===== config.mk =====
export PLATFORM = sky130hd
export DESIGN_NAME = div_sched
export DESIGN_NICKNAME = d
export VERILOG_FILES = /design/src/rtl/div_pkg.sv /design/src/rtl/div_core_iter.sv /design/src/rtl/div_sched.sv
export SDC_FILE = /design/constraint.sdc
export NUM_CORES = 1
export LEC_CHECK = 0
export CORE_AREA = 4 4 265 137
export CTS_BUF_LIST = sky130_fd_sc_hd__clkbuf_8
export CTS_CLUSTER_SIZE = 8
export DETAILED_ROUTE_END_ITERATION = 10
export DIE_AREA = 0 0 269 141
export SETUP_SLACK_MARGIN = 0.15
export SLEW_MARGIN = 20
export SYNTH_ARGS = -nofsm -noshare
export SYNTH_HDL_FRONTEND = slang
export SYNTH_HIERARCHICAL = 1
export SYNTH_SLANG_ARGS = --single-unit
export TNS_END_PERCENT = 5

===== constraint.sdc =====
create_clock -name clk -period 5.04 [get_ports clk]
set_clock_uncertainty 0.2 [all_clocks]
set_input_delay 1.26 -clock clk [delete_from_list [all_inputs] [get_ports clk]]
set_output_delay 1.26 -clock clk [all_outputs]
set_load 0.02 [all_outputs]

===== src/rtl/div_pkg.sv =====
// div_pkg -- shared definitions for the shared-divider scheduler.
//
// Contents:
//   DATA_W / SM_W / ACC_W : magnitude, sign-magnitude and partial-remainder widths
//   ITER_N / CNT_W        : number of non-restoring steps and step-counter width
//   DIVZERO_Q             : quotient magnitude returned for a zero divisor
//   state_e               : scheduler FSM states
//   sm_pack()             : builds a sign-magnitude value with no negative zero
package div_pkg;

    localparam int DATA_W = 16;
    localparam int SM_W   = 17;
    localparam int ACC_W  = 18;
    localparam int ITER_N = 16;
    localparam int CNT_W  = $clog2(ITER_N);

    localparam logic [DATA_W-1:0] DIVZERO_Q = 16'hFFFF;

    typedef enum logic [1:0] {
        IDLE = 2'd0,
        ITER = 2'd1,
        FIX  = 2'd2,
        DONE = 2'd3
    } state_e;

    // The sign bit is dropped whenever the magnitude is zero.
    function automatic logic [SM_W-1:0] sm_pack(input logic sign,
                                                input logic [DATA_W-1:0] mag);
        return {sign & (|mag), mag};
    endfunction

endpackage


===== src/rtl/div_core_iter.sv =====
// div_core_iter -- iterative non-restoring divider datapath (unsigned magnitudes).
//
// Holds the 18-bit two's-complement partial remainder, the 16-bit quotient
// shift register and the divisor magnitude. The scheduler drives three
// mutually exclusive controls:
//   load_i : clear the partial remainder, load dividend into the quotient
//            register and capture the divisor
//   step_i : one non-restoring step (shift, add or subtract, new quotient bit)
//   fix_i  : restore a negative final partial remainder by adding the divisor
//
// Ports:
//   clk, rst_n    clock, asynchronous active-low reset
//   load_i        load operands
//   step_i        perform one iteration
//   fix_i         perform the remainder restore
//   dividend_i    dividend magnitude
//   divisor_i     divisor magnitude
//   quot_o        quotient shift register contents
//   rem_o         remainder magnitude after restore (valid once all steps ran)
module div_core_iter
    import div_pkg::*;
(
    input  logic              clk,
    input  logic              rst_n,
    input  logic              load_i,
    input  logic              step_i,
    input  logic              fix_i,
    input  logic [DATA_W-1:0] dividend_i,
    input  logic [DATA_W-1:0] divisor_i,
    output logic [DATA_W-1:0] quot_o,
    output logic [DATA_W-1:0] rem_o
);

    logic [ACC_W-1:0]  p_q, p_d;
    logic [DATA_W-1:0] q_q, q_d;
    logic [DATA_W-1:0] d_q, d_d;

    logic [ACC_W-1:0] d_ext;
    logic [ACC_W-1:0] p_shift;
    logic [ACC_W-1:0] p_step;
    logic [ACC_W-1:0] p_fix;

    assign d_ext   = {2'b00, d_q};
    // {P,Q} shifted left as one long register: the quotient MSB enters P.
    assign p_shift = {p_q[ACC_W-2:0], q_q[DATA_W-1]};
    // Sign of the previous partial remainder picks add or subtract.
    assign p_step  = p_q[ACC_W-1] ? (p_shift + d_ext) : (p_shift - d_ext);
    assign p_fix   = p_q[ACC_W-1] ? (p_q + d_ext) : p_q;

    always_comb begin
        p_d = p_q;
        q_d = q_q;
        d_d = d_q;
        if (load_i) begin
            p_d = '0;
            q_d = dividend_i;
            d_d = divisor_i;
        end else if (step_i) begin
            p_d = p_step;
            q_d = {q_q[DATA_W-2:0], ~p_step[ACC_W-1]};
        end else if (fix_i) begin
            p_d = p_fix;
        end
    end

    always_ff @(posedge clk or negedge rst_n) begin
        if (!rst_n) begin
            p_q <= '0;
            q_q <= '0;
            d_q <= '0;
        end else begin
            p_q <= p_d;
            q_q <= q_d;
            d_q <= d_d;
        end
    end

    assign quot_o = q_q;
    // Restored remainder is offered combinationally so the scheduler can
    // capture it on the same edge the core performs the restore.
    assign rem_o  = p_fix[DATA_W-1:0];

endmodule


===== src/rtl/div_sched.sv =====
// div_sched -- round-robin scheduler for one shared iterative divider.
//
// Arbitrates NUM_REQ requesters onto div_core_iter, sequences load, 16
// iterations, remainder restore and response hand-off, and returns the
// sign-magnitude quotient/remainder tagged with the requester index.
//
// Handshakes: a transfer happens on a rising edge where valid and ready are
// both 1. req_ready is combinational (only in IDLE, only to the granted
// requester) and may depend on req_valid; rsp_valid is registered, and once
// high it and all rsp_* fields hold until the edge where rsp_ready is 1.
//
// Ports:
//   clk, rst_n       clock, asynchronous active-low reset
//   req_valid        per-requester request
//   req_ready        per-requester accept (at most one bit high)
//   req_dividend     17-bit sign-magnitude dividend per requester (bit 16 sign)
//   req_divisor      17-bit sign-magnitude divisor per requester
//   rsp_valid        result available
//   rsp_ready        consumer accepts result
//   rsp_id           requester index owning the result
//   rsp_quotient     sign-magnitude quotient
//   rsp_remainder    sign-magnitude remainder
//   rsp_div_zero     divisor magnitude was zero
//   busy             FSM is not in IDLE
//   perf_ops         (DIV_SCHED_PERF_EN only) completed response handshakes
//   perf_busy        (DIV_SCHED_PERF_EN only) cycles with busy high
//
// Build option: define DIV_SCHED_PERF_EN to add the saturating counters.
module div_sched
    import div_pkg::*;
#(
    parameter int NUM_REQ = 4,
    parameter int ID_W    = 2
) (
    input  logic                    clk,
    input  logic                    rst_n,
    input  logic [NUM_REQ-1:0]      req_valid,
    output logic [NUM_REQ-1:0]      req_ready,
    input  logic [SM_W*NUM_REQ-1:0] req_dividend,
    input  logic [SM_W*NUM_REQ-1:0] req_divisor,
    output logic                    rsp_valid,
    input  logic                    rsp_ready,
    output logic [ID_W-1:0]         rsp_id,
    output logic [SM_W-1:0]         rsp_quotient,
    output logic [SM_W-1:0]         rsp_remainder,
    output logic                    rsp_div_zero,
    output logic                    busy
`ifdef DIV_SCHED_PERF_EN
    ,
    output logic [31:0]             perf_ops,
    output logic [31:0]             perf_busy
`endif
);

    localparam logic [ID_W:0]    NUM_REQ_W = (ID_W+1)'(NUM_REQ);
    localparam logic [CNT_W-1:0] CNT_LAST  = CNT_W'(ITER_N - 1);

    state_e            state_q;
    logic [ID_W-1:0]   rr_ptr_q;
    logic [CNT_W-1:0]  cnt_q;
    logic [ID_W-1:0]   id_q;
    logic              sign_q_q;
    logic              sign_r_q;

    logic              rsp_valid_q;
    logic [ID_W-1:0]   rsp_id_q;
    logic [SM_W-1:0]   rsp_quotient_q;
    logic [SM_W-1:0]   rsp_remainder_q;
    logic              rsp_div_zero_q;

    // ---------------- arbiter ----------------
    logic [NUM_REQ-1:0] grant;
    logic [ID_W-1:0]    gnt_idx;
    logic               gnt_found;
    logic [ID_W:0]      cand;
    logic [ID_W-1:0]    ptr_next;
    logic               accept;
    logic [SM_W-1:0]    dvd_sel;
    logic [SM_W-1:0]    dvs_sel;
    logic               div_zero;

    // First valid requester at or after the pointer, with wrap-around.
    always_comb begin
        gnt_found = 1'b0;
        gnt_idx   = '0;
        cand      = '0;
        for (int i = 0; i < NUM_REQ; i++) begin
            cand = {1'b0, rr_ptr_q} + (ID_W+1)'(i);
            if (cand >= NUM_REQ_W) begin
                cand = cand - NUM_REQ_W;
            end
            for (int j = 0; j < NUM_REQ; j++) begin
                if (!gnt_found && (cand == (ID_W+1)'(j)) && req_valid[j]) begin
                    gnt_found = 1'b1;
                    gnt_idx   = ID_W'(j);
                end
            end
        end
    end

    always_comb begin
        grant   = '0;
        dvd_sel = '0;
        dvs_sel = '0;
        for (int j = 0; j < NUM_REQ; j++) begin
            if (gnt_found && (gnt_idx == ID_W'(j))) begin
                grant[j] = 1'b1;
                dvd_sel  = req_dividend[j*SM_W +: SM_W];
                dvs_sel  = req_divisor[j*SM_W +: SM_W];
            end
        end
    end

    // Gated by rst_n so every output reads 0 while reset is held.
    assign req_ready = ((state_q == IDLE) && rst_n) ? grant : '0;
    assign accept    = gnt_found && (state_q == IDLE);
    assign ptr_next  = (gnt_idx == ID_W'(NUM_REQ - 1)) ? '0 : (gnt_idx + 1'b1);
    assign div_zero  = (dvs_sel[DATA_W-1:0] == '0);

    // ---------------- datapath ----------------
    logic [DATA_W-1:0] core_quot;
    logic [DATA_W-1:0] core_rem;

    div_core_iter u_core (
        .clk        (clk),
        .rst_n      (rst_n),
        .load_i     (accept),
        .step_i     (state_q == ITER),
        .fix_i      (state_q == FIX),
        .dividend_i (dvd_sel[DATA_W-1:0]),
        .divisor_i  (dvs_sel[DATA_W-1:0]),
        .quot_o     (core_quot),
        .rem_o      (core_rem)
    );

    // ---------------- FSM ----------------
    always_ff @(posedge clk or negedge rst_n) begin
        if (!rst_n) begin
            state_q         <= IDLE;
            rr_ptr_q        <= '0;
            cnt_q           <= '0;
            id_q            <= '0;
            sign_q_q        <= 1'b0;
            sign_r_q        <= 1'b0;
            rsp_valid_q     <= 1'b0;
            rsp_id_q        <= '0;
            rsp_quotient_q  <= '0;
            rsp_remainder_q <= '0;
            rsp_div_zero_q  <= 1'b0;
        end else begin
            case (state_q)
                IDLE: begin
                    if (accept) begin
                        rr_ptr_q <= ptr_next;
                        id_q     <= gnt_idx;
                        sign_q_q <= dvd_sel[SM_W-1] ^ dvs_sel[SM_W-1];
                        sign_r_q <= dvd_sel[SM_W-1];
                        cnt_q    <= '0;
                        if (div_zero) begin
                            // Zero divisor skips the iterations entirely;
                            // the quotient is always reported as positive.
                            state_q         <= DONE;
                            rsp_valid_q     <= 1'b1;
                            rsp_id_q        <= gnt_idx;
                            rsp_quotient_q  <= {1'b0, DIVZERO_Q};
                            rsp_remainder_q <= sm_pack(dvd_sel[SM_W-1], dvd_sel[DATA_W-1:0]);
                            rsp_div_zero_q  <= 1'b1;
                        end else begin
                            state_q <= ITER;
                        end
                    end
                end
                ITER: begin
                    cnt_q <= cnt_q + 1'b1;
                    if (cnt_q == CNT_LAST) begin
                        state_q <= FIX;
                    end
                end
                FIX: begin
                    state_q         <= DONE;
                    rsp_valid_q     <= 1'b1;
                    rsp_id_q        <= id_q;
                    rsp_quotient_q  <= sm_pack(sign_q_q, core_quot);
                    rsp_remainder_q <= sm_pack(sign_r_q, core_rem);
                    rsp_div_zero_q  <= 1'b0;
                end
                DONE: begin
                    if (rsp_ready) begin
                        state_q         <= IDLE;
                        rsp_valid_q     <= 1'b0;
                        rsp_id_q        <= '0;
                        rsp_quotient_q  <= '0;
                        rsp_remainder_q <= '0;
                        rsp_div_zero_q  <= 1'b0;
                    end
                end
                default: state_q <= IDLE;
            endcase
        end
    end

    assign rsp_valid     = rsp_valid_q;
    assign rsp_id        = rsp_id_q;
    assign rsp_quotient  = rsp_quotient_q;
    assign rsp_remainder = rsp_remainder_q;
    assign rsp_div_zero  = rsp_div_zero_q;
    assign busy          = (state_q != IDLE);

    // ---------------- optional performance counters ----------------
`ifdef DIV_SCHED_PERF_EN
    logic [31:0] perf_ops_q;
    logic [31:0] perf_busy_q;

    always_ff @(posedge clk or negedge rst_n) begin
        if (!rst_n) begin
            perf_ops_q  <= '0;
            perf_busy_q <= '0;
        end else begin
            if (rsp_valid_q && rsp_ready && (perf_ops_q != '1)) begin
                perf_ops_q <= perf_ops_q + 32'd1;
            end
            if (busy && (perf_busy_q != '1)) begin
                perf_busy_q <= perf_busy_q + 32'd1;
            end
        end
    end

    assign perf_ops  = perf_ops_q;
    assign perf_busy = perf_busy_q;
`else
    // Counters are not built in this configuration.
`endif

endmodule


Yosys cells after proc, flatten, opt, wreduce, memory -nomap -nowiden
Cells that the tools add are included.

Reduce and logical (&&, ||, !) cells: 73. Order comparisons: 4. Mux-type cells: 78. Add/subtract/negate cells: 12. Equal/unequal tests: 23. Bitwise gates (word level): 5.

Operators by type and width (count): $mux W17 (13); $pmux W17 S3 (2); $mux W18 (5); $reduce_or A16 Y1 (3); $mux W2 (21); $logic_and A1 B1 Y1 (37); $add A18 B16 Y18 (2); $mux W16 (2); $eq A3 B2 Y1 const B (8); $mux W1 (24); $sub A18 B16 Y18 (1); $logic_not A16 Y1 (1); $logic_not A1 Y1 (15); $eq A3 B1 Y1 const B (4); $logic_not A3 Y1 (4); $mux W3 (4); $ge A3 B3 Y1 const B (3); $reduce_bool A3 Y1 (3); $sub A3 B3 Y3 const B (3); $eq A2 B2 Y1 const B (4); $mux W4 (2); $ne A2 B2 Y1 const B (4); $pmux W2 S4 (1); $pmux W4 S2 (1); other kinds (18) (28).

Word-level logic and storage cells: 210. Register bits after elaboration: 100. Input bits: 143.

Logic depth before layout (Yosys ltp)
Word-level depth: 76. Depth in mapped cells: 18.

Cells and area by module
The synthesis kept the hierarchy.

Modules (own cells, without submodules): div_core_iter (instances 1, area each 4260.3 um2, cells an instance 468, seq. area each 1251.2 um2); div_sched (instances 1, area each 4146.5 um2, cells an instance 534, seq. area each 1251.2 um2).

Worst setup path after synthesis
OpenSTA, ideal clock, no wires.

Kind: input port to output port. Start: in req_valid[3]. End: out req_ready[0]. Cell stages on the path: 12. Data arrival time: 3.158 ns. Setup slack: 0.422 ns. Data required time: 3.580 ns. Cell sequence: buf_2 > nor2b_1 > o21bai_1 > a221oi_1 > inv_1 > ha_1 > and2_4 > buf_6 > buf_6 > buf_6 > buf_6 > and3_1.

Longest elaborated chain between the ends: 54. Elaborated cells between the ends (all ways): 67.

Ends and longest elaborated chain: start: declaration (RTL line div_sched.sv:37) `input logic [NUM_REQ-1:0] req_valid,`; $logic_and A1 B1 Y1 (RTL line div_sched.sv:93) `if (!gnt_found && (cand == (ID_W+1)'(j)) && req_valid[j]) begin`; $mux W1 (RTL line div_sched.sv:93); $logic_not A1 Y1 (RTL line div_sched.sv:93); $logic_and A1 B1 Y1 (2 in a row) (RTL line div_sched.sv:93); $mux W1 (RTL line div_sched.sv:93); $logic_not A1 Y1 (RTL line div_sched.sv:93); $logic_and A1 B1 Y1 (2 in a row) (RTL line div_sched.sv:93); $mux W1 (RTL line div_sched.sv:93); (+36 left out); $logic_not A1 Y1 (RTL line div_sched.sv:93); $logic_and A1 B1 Y1 (2 in a row) (RTL line div_sched.sv:93); $mux W2 * (RTL line div_sched.sv:93); via gnt_idx[0] (RTL line div_sched.sv:73) `logic [ID_W-1:0] gnt_idx;`; $logic_not A2 Y1 * (RTL line div_sched.sv:106) `if (gnt_found && (gnt_idx == ID_W'(j))) begin`; $logic_and A1 B1 Y1 * (RTL line div_sched.sv:106); $mux W1 * (RTL line div_sched.sv:106); $mux W4 * (RTL line div_sched.sv:115) `assign req_ready = ((state_q == IDLE) && rst_n) ? grant : '0;`; end: declaration (RTL line div_sched.sv:38) `output logic [NUM_REQ-1:0] req_ready,`.

Mark *: on every way through the listed nets, which the timed path passes. The rest lies on a longest branch.

Worst setup path after layout
Start: in req_valid[3]. End: out req_ready[3].

Longest elaborated chain between the ends: 54. Elaborated cells between the ends (all ways): 67.

Ends and longest elaborated chain (RTL line): $logic_and A1 B1 Y1 (div_sched.sv:93); $mux W1 (div_sched.sv:93); $logic_not A1 Y1 (div_sched.sv:93); $logic_and A1 B1 Y1 (2 in a row) (div_sched.sv:93); $mux W1 (div_sched.sv:93); $logic_not A1 Y1 (div_sched.sv:93); $logic_and A1 B1 Y1 (2 in a row) (div_sched.sv:93); $mux W1 (div_sched.sv:93); (+36 left out); $logic_not A1 Y1 (div_sched.sv:93); $logic_and A1 B1 Y1 (2 in a row) (div_sched.sv:93); $mux W2 * (div_sched.sv:93); via gnt_idx[0] (div_sched.sv:73); $eq A2 B2 Y1 * (div_sched.sv:106); $logic_and A1 B1 Y1 * (div_sched.sv:106); $mux W1 * (div_sched.sv:106); $mux W4 * (div_sched.sv:115).

Marks and branches as above.

==> impl_metrics.tcl <==
set metrics [dict create \
    yosys_warnings 6 \
    outcome "complete, no violations" \
    synth-seq-cells 100 \
    yosysSeqAreaShare 0.298 \
    die_w_um 269 \
    drt_iter0_markers 991 \
    numCtsBuffers 9 \
    layout.nets 1378 \
    grt_pass1_wl_mm 50.8 \
    grt_pass1_vias 8219 \
    synth_enable_flop_cells 0 \
    fillerInstances 3508 \
    post-route-util 0.330 \
    grt_max_degree 63 \
    arrival_ns 3.28 \
    setup_slack_ns 0.300 \
    ctsLongestPathBuffers 2 \
    fin_crit_sh 0.941 \
    synth_fa_ha_area_frac 0.0688 \
    area_growth_pct 33.5 \
    hold_buffers 0 \
    slew_viol_final 0 \
    cp-end-kind "primary output" \
    seq_area_um2 2500 \
    die_y_um 141 \
    clk_latency_ns 0.40 \
    cts_setup_buffers 0 \
    post-place-cells 1629 \
    multi_input_comb_area_um2 5420 \
    first_pass_iters 5 \
    die_area_um2 37900 \
    cts_tree "done" \
    finalWirelength_mm 34.5 \
    synth_compound_area_frac 0.256 \
    numPortBuffers 185 \
    place_ws_ns -0.0768 \
    cts_max_level 3 \
    grtUsageTotal 0.175 \
    wire_per_inst_um 21.0 \
    synth_ff_type "dfrtp_1" \
    post_synth_num_cell_types 72 \
    cellPowerDensity_nw_per_um2 727 \
    finalPower_mw 8.15 \
    drive_above_1_share 0.131 \
    hp-class "flip-flop to flip-flop" \
    fin_crit_ns 4.74 \
    grt_overflow_total 0 \
    worst_ep_required_time_ns 3.58 \
    ir_drop_uv 272 \
    place_congestion 0.965 \
    syn-instance-count 1002 \
    detail-route-antenna-nets 0 \
    io_pins 186 \
    synth-xor-area-share 0.0448 \
    setup_tns_ns 0 \
    total_leakage_power_nw 4.79 \
    finalSetupViolations 0 \
    cts.reportedPaths.clkPinSlew_ns 0.10 \
    num_rows 48 \
    synth_top_family_by_area "compound AO/OA/AOI/OAI gates" \
    drv_cap 0 \
    tightest_slew_ns 0.809 \
    core_um2 34100 \
    syn_area_per_cell_um2 8.39 \
    critical_path_class "input port to primary output" \
    hpwlAfterDp_mm 27.2 \
    num_vias 8685 \
    crit_path_start_kind "input port" \
    cp_max_fo 2 \
    antenna_found_initial 0 \
    synth.net_count 1190 \
    vias_per_cell 5.28 \
    clkSinkCount 100 \
    finalNonFillerCells 1645 \
    rsz0062_at_grt "no" \
    yosys-mux-area-fraction 0.118 \
    drc 0 \
    yosys.area_share.simple 0.150 \
    fmax_mhz 211 \
    n_antenna_cell 0 \
    max-slew-margin-rel 0.461 \
    start_util 0.247 \
    cts_root_buf "clkbuf_8" \
    synthArstFlopShare 1.00 \
    syn_area_um2 8410 \
    final-hold-violation-count 0 \
]
## final timing paths
kind / from / end / slack, ns / cells past startpoint
max: req_valid[3] / req_ready[3] / 0.30 / 9
min: id_q[1] / id_q[1] / 0.30 / 2
max reg2reg: u_core/d_q[4] / u_core/quot_o[0] / 0.74 / 13
min reg2reg: id_q[1] / id_q[1] / 0.30 / 2
max in group asynchronous: rst_n / rsp_quotient[6] / 2.56 / 3
min in group asynchronous: rst_n / id_q[0] / 0.52 / 1
## through the flow
step	instance area, um^2	hold WS (ns)
4_1_cts	11200	0.306
6_report	11200	0.299
2_1_floorplan	8410	0.246
5_1_grt	11200	0.344
3_5_place_dp	11000	0.279
3_3_place_gp	11000	0.260
## flip-flops by register name (all words and copies together), names as in the netlist, 4 cells and up
signal / flops
rsp_remainder: 17
u_core/quot_o: 16
u_core/d_q: 16
cnt_q: 4
u_core/p_q: 18
rsp_quotient: 17
## Yosys cell counts (all sizes together) (3+ instances only)
cell	count	area [um^2]
nand2	78	295
a221oi	4	35.0
inv	52	195
o21a	11	82.6
a22oi	34	255
mux2i	44	440
a211oi	12	95.1
dfrtp	100	2500
nor2b	11	68.8
mux2	48	556
a31oi	20	131
or2	4	25.0
o31ai	4	30.0
a21o	23	175
a21oi	66	334
xnor2	16	140
and2	6	40.0
ha	43	538
nor4	21	138
and3	5	32.5
nor3	21	105
o21bai	5	37.5
buf	24	161
o22ai	5	31.3
xor2	27	236
a311oi	3	32.5
o211ai	20	170
nand4	7	43.8
nor2	77	289
clkbuf	41	174
nand3	32	160
o21ai	107	543
## routing by layer
metal	wire [um]	global-route usage	part of all wire	vias up
li1	-	-	-	4028
met2	13000	0.229	0.38	404
met5	73	0.0142	0.0021	-
met3	4000	0.0680	0.12	35
met4	653	0.0374	0.019	3
met1	16800	0.265	0.49	4215
## cells by family (layout without fill, tap and decap cells)
kind of cell / Yosys count / count (layout)
fa+ha+maj: 45 / 45
xor+xnor: 43 / 43
compound gates: 334 / 334
simple gates: 270 / 270
flops: 100 / 100
buf+inv: 118 / 311
mux: 92 / 92
## power breakdown
part           total (mW)  leakage (nW)  switching [mW]  internal, mW
registers            1.63          1.23           0.443          1.18
logic                5.96          3.46            3.44          2.52
clock network       0.563        0.0980           0.326         0.237
## critical path, stage by stage
cell and delay (ns):
clkdlybuf4s50_1 0.49, nor2b_1 0.06, o21bai_1 0.16, a221oi_2 0.37
buf_4 0.18, ha_1 0.15, nand2_1 0.07, nor2_1 0.18
dlygate4sd2_1 0.36
## cell type report
type	count	share of cell area
clock inverters	7	0.00736
multi-input cells	784	0.483
flip-flops and latches	100	0.223
well taps	450	0.0502
inverters	52	0.0174
repair buffers	243	0.208
clock buffers	9	0.0110
## repair_timing
| action | in CTS | in global routing |
|---|---|---|
| setup endpoints to repair | 2 | 1 |
| pin swaps | 0 | 0 |
| resized for setup | 2 | 2 |
## cells in the final DEF (no fill, tap or decap), types with 32 or more instances in the layout
cell type        instances
nand3_1                 32
buf_4                   55
o21ai_0                102
mux2i_1                 44
nor2_1                  76
dfrtp_1                100
ha_1                    41
a22oi_1                 34
mux2_2                  44
a21oi_1                 65
nand2_1                 77
clkdlybuf4s50_1        182
inv_1                   52
Power figures use the tool's default switching activity.
==> patch 1 (same settings) <==
Add a define of `DIV_SCHED_PERF_EN`.
--- a/src/rtl/div_sched.sv
+++ b/src/rtl/div_sched.sv
@@ -28,2 +28,4 @@
 // Build option: define DIV_SCHED_PERF_EN to add the saturating counters.
+`define DIV_SCHED_PERF_EN
+
 module div_sched
Behaviour (old outputs only; new: perf_busy and perf_ops): unchanged (equiv_simple and equiv_induct, registers matched by name and starting in step).
==> patch 1 against the unedited design <==
- wire length increased by 16%
- power increased by 17%
- sequential cell count increased by 64
- design area increased by 31%
- sequential power increased by 37%
- register-to-register slack got worse by 0.14 ns
- area after synthesis increased by 30%
- worst setup slack got worse by 0.053 ns
- critical path type unchanged
- highest routed layer is now met4
==> patch 1: results (changes against the unedited design) <==
metric,value,unit,change
grt_pass1_vias,10000,,+22%
gp_congestion,1.01,,+4.6%
cts_made_buffers,17,,+8
place_area,14300,µm²,+30%
worst_r2r_startpoint,u_core/d_q[0]$_DFFE_PN0P_,,
whs,0.292,ns,-0.00739 ns
slowest_delay,0.62,ns,+0.13 ns
r2r-end,rsp_remainder[16]$_DFFE_PN0P_,,
track_usage,0.210,,+0.0347
ys_types,67,,-6.9%
met1_length,20.2,mm,+20%
clkLatencyLatePin,0.49,ns,+0.09 ns
dr_wl_met2,15.5,mm,+19%
first_iter_violations,955,,-3.6%
slew_headroom,0.327,,-0.133
via_per_inst,5.31,,+0.57%
r2r_cells,14,,+1
r2r_setup_slack,0.60,ns,-0.14 ns
hold_class,reg -> reg,,
yosysSeqAreaShare,0.374,,+0.0764
arrival,3.33,ns,+0.05 ns
grt_pass1_wl,61.2,mm,+20%
topRoutingLayerUsed,met4,,
fillCellCount,3277,,-6.6%
dp_hpwl,32.2,mm,+18%
syn-num-nets,1402,,+18%
vdd_drop_max,245,µV,-9.9%
yosys-top-cells-count,"nand2_1, dfrtp_1, o21ai_0",,
status,"finished, final reports clean",,
layout.nets,1672,,+21%
htree_levels,4,,+1
wl_met3,3.80,mm,-5.0%
routedWlPerCell,20.5,µm,-2.2%
cp_max_fo,4,,+2
==> patch 1: cell count changes in the layout (fill, tap and decap cells not counted), sizes merged, moves of 20 or more <==
cell	delta
xnor2	+47
nand3	+31
and3	+25
mux2	+20
a21oi	-22
clkdlybuf4s50	+64
o21ai	-21
nand2	+91
a211oi	+22
dfrtp	+64
a22oi	-34
==> patch 1: worst max-delay path by stage <==
stage / from / to / slack, ns / cells after the start
5_1_grt: req_valid[0] / req_ready[2] / 0.18 / 7
2_1_floorplan: req_valid[1] / rsp_quotient[10]$_DFFE_PN0P_ / 0.91 / 18
6_report: req_valid[3] / req_ready[2] / 0.25 / 7
4_1_cts: req_valid[0] / req_ready[0] / 0.10 / 10
3_3_place_gp: req_valid[0] / req_ready[0] / 0.05 / 10
3_5_place_dp: req_valid[2] / rsp_remainder[16]$_DFFE_PN0P_ / -0.02 / 15
==> patch 1: logic make-up (layout without fill, tap and decap cells) <==
logic type	count (synthesis)	in the layout	synth area share
fa+ha+maj	47	47	0.0550
simple gates	423	423	0.184
buf+inv	104	387	0.0390
other cells	0	1	0
flops	164	164	0.374
xor+xnor	104	104	0.0830
mux	99	99	0.104
compound gates	271	271	0.160
==> patch 1: per-stage QoR <==
step	setup TNS [ns]	setup WS, ns	utilization	cells
6_report	0	0.247	0.432	1946
5_1_grt	0	0.177	0.432	1945
4_1_cts	0	0.101	0.432	1945
3_5_place_dp	-0.0207	-0.0207	0.420	1913
3_3_place_gp	0	0.0461	0.420	1913
2_1_floorplan	0	0.912	-	1212
==> patch 1: what timing repair did <==
action | in CTS | in global routing
endpoints found under the setup margin | 2 | 1
gates resized for setup | 1 | 1
hold buffers | 0 | 0
==> patch 1: layout make-up <==
cell class,instances,area share
clock buffers,18,0.0168
repair buffers,313,0.206
clock inverters,14,0.0105
well taps,450,0.0382
diodes,1,0.000170
flip-flops and latches,164,0.279
inverters,42,0.0107
multi-input cells,944,0.439
==> patch 1: power by group <==
group	switching, mW	leakage [nW]	internal (mW)
clock network	0.550	0.201	0.460
registers	0.480	2.10	1.75
logic	3.58	4.21	2.75
total	4.61	6.51	4.96
==> patch 1: routing by layer <==
layer	global-route usage	vias up
met5	0	-
met4	0.0332	0
met2	0.281	424
met1	0.326	4981
met3	0.0701	32
li1	-	4896
==> patch 1: critical path: cells and delay by family <==
| family | cells | cell delay (ns) |
|---|---|---|
| AOI/OAI and AO/OA | 1 | 0.14 |
| buffers and inverters | 3 | 1.27 |
| and+or+nand+nor | 3 | 0.66 |
==> patch 2 (config.mk and constraints unchanged) <==
Without the edit above. Re-encode `state_e` (4 states) as one-hot, 4 bits wide.
--- a/src/rtl/div_pkg.sv
+++ b/src/rtl/div_pkg.sv
@@ -18,7 +18,7 @@
 
-    typedef enum logic [1:0] {
-        IDLE = 2'd0,
-        ITER = 2'd1,
-        FIX  = 2'd2,
-        DONE = 2'd3
+    typedef enum logic [3:0] {
+        IDLE = 4'b0001,
+        ITER = 4'b0010,
+        FIX  = 4'b0100,
+        DONE = 4'b1000
     } state_e;
Behaviour: same outputs for any inputs over 4 cycles, from zero or initial values and one cycle with rst_n low; so few cycles prove little.
==> patch 2 against the unedited design <==
- worst setup slack worse by 0.10 ns
- non-clock buffer count up 34
- power down 7.1%
- sequential cell count up 2
- critical path depth down 1
- final cell count up 6.9%
- area after synthesis up 1.8%
- design area up 4.7%
- wire length up 5.8%
- worst hold slack better by 0.012 ns
- critical endpoint is now req_ready[1]
==> patch 2: results (changes against the unedited design) <==
metric,value,unit,change
status,"finished, final reports clean",,
ys_warn_count,6,,unchanged
worst_r2r_startpoint,rr_ptr_q[1]$_DFFE_PN0P_,,
p_leak,4.90,nW,+2.3%
gp_congestion,0.936,,-3.0%
vdd_drop_max,280,µV,+3.0%
grt_pass1_wl,54.4,mm,+7.1%
p_sw,3.98,mW,-5.6%
via_per_inst,5.40,,+2.3%
r2r_setup_slack,0.87,ns,+0.13 ns
drive_gt1_frac,0.139,,+0.00849
grt_pass1_vias,8890,,+8.2%
slew_headroom,0.548,,+0.0870
ys_types,91,,+26%
hold_depth,1,,-1
ys_top_cells_by_area,"dfrtp_1, nor2_1, a21oi_1, ha_1, nand2_1",,
worstHoldStart,rsp_remainder[16]$_DFFE_PN0P_,,
yosysSeqAreaShare,0.298,,+0.000728
layout.nets,1486,,+7.8%
syn-num-nets,1266,,+6.4%
synthCells,1084,,+8.2%
cp_max_fo,10,,+8
holdPathEnd,rsp_remainder[16]$_DFFE_PN0P_,,
first_iter_violations,1086,,+9.6%
num_vias,9499,,+9.4%
r2r_cells,18,,+5
antenna_found_initial,2,,+2
netlist.area_leader.share,0.295,,-0.00234
grt_max_degree,51,,-19%
routedWlPerCell,20.8,µm,-1.1%
r2r-end,rsp_quotient[14]$_DFFE_PN0P_,,
dp.cells,1736,,+6.6%
arrival,3.38,ns,+0.10 ns
yosys-top-cells-count,"nor2_1, nand2_1, dfrtp_1",,
dp_hpwl,29.2,mm,+7.1%
track_usage,0.187,,+0.0119
==> patch 2: changes by cell type after synthesis, sizes merged, moves of 10 or more <==
cell	change
nor2	+70
nand2	+39
a21oi	+33
a31oi	+23
mux2	-19
mux2i	-17
o21ai	-17
a22oi	-16
inv	-15
a21o	-10
==> patch 2: routing by layer <==
layer | up-vias | GRT usage | share of wire
li1 | 4386 | - | -
met1 | 4614 | 0.302 | 0.51
met2 | 470 | 0.239 | 0.37
met3 | 25 | 0.0605 | 0.12
met4 | 4 | 0.0242 | 0.0062
met5 | - | 0 | 0.00074
==> patch 2: cell families after synthesis <==
group	after synthesis	share of synthesized area
adders and majority gates	39	0.0588
buffers and inverters	106	0.0512
and+or+nand+nor	388	0.211
muxes	56	0.0702
DFF	102	0.298
AOI/OAI and AO/OA	352	0.268
xor gates and xnor gates	41	0.0420
==> patch 2: layout make-up <==
class                      instances  area share
sequential                       102       0.217
clock buffer                       9      0.0105
clock inverter                     7     0.00671
inverter                          38      0.0121
tap                              450      0.0479
multi-input combinational        876       0.482
timing repair buffer             277       0.223
==> patch 2: worst max path at each step <==
stage / slack [ns] / startpoint / endpoint / depth (start not counted)
floorplan: 0.26 / req_valid[3] / req_ready[0] / 11
global placement: -0.13 / req_valid[3] / rsp_quotient[4]$_DFFE_PN0P_ / 18
detailed placement: -0.23 / req_valid[3] / rsp_quotient[15]$_DFFE_PN0P_ / 16
CTS: 0.16 / req_valid[0] / req_ready[1] / 8
global route: 0.13 / req_valid[0] / req_ready[1] / 8
finish: 0.20 / req_valid[0] / req_ready[1] / 8
==> patch 2: metrics by stage <==
step	worst slack, ns	hold WS, ns	util	instance area [µm²]
after floorplan	0.257	0.249	-	8560
after global placement	-0.131	0.268	0.335	11400
after detailed placement	-0.230	0.287	0.335	11400
after CTS	0.160	0.313	0.341	11600
after global routing	0.133	0.339	0.345	11700
final	0.197	0.311	0.345	11700
==> patch 2: critical path, stage by stage <==
cell,delay (ns)
clkdlybuf4s50_1,0.49
buf_4,0.19
inv_1,0.08
o21a_2,0.22
buf_4,0.21
nand2_2,0.16
nor2_1,0.15
clkdlybuf4s50_1,0.62
==> patch 2: power groups by stage <==
| stage | sequential [mW] | combinational (mW) | clock (mW) |
|---|---|---|---|
| 2_1_floorplan | 1.50 | 3.35 | 0 |
| 3_3_place_gp | 1.62 | 5.08 | 0 |
| 3_5_place_dp | 1.62 | 5.12 | 0 |
| 4_1_cts | 1.61 | 5.17 | 0.591 |
| 5_1_grt | 1.67 | 5.80 | 0.620 |
| 6_report | 1.64 | 5.36 | 0.570 |
==> patch 2: timing repair <==
action | CTS | global route
pin swaps | 0 | 5
buffers inserted | 1 | 5
gates resized for setup | 6 | 13
endpoints found under the setup margin | 4 | 42
gates cloned | 0 | 1
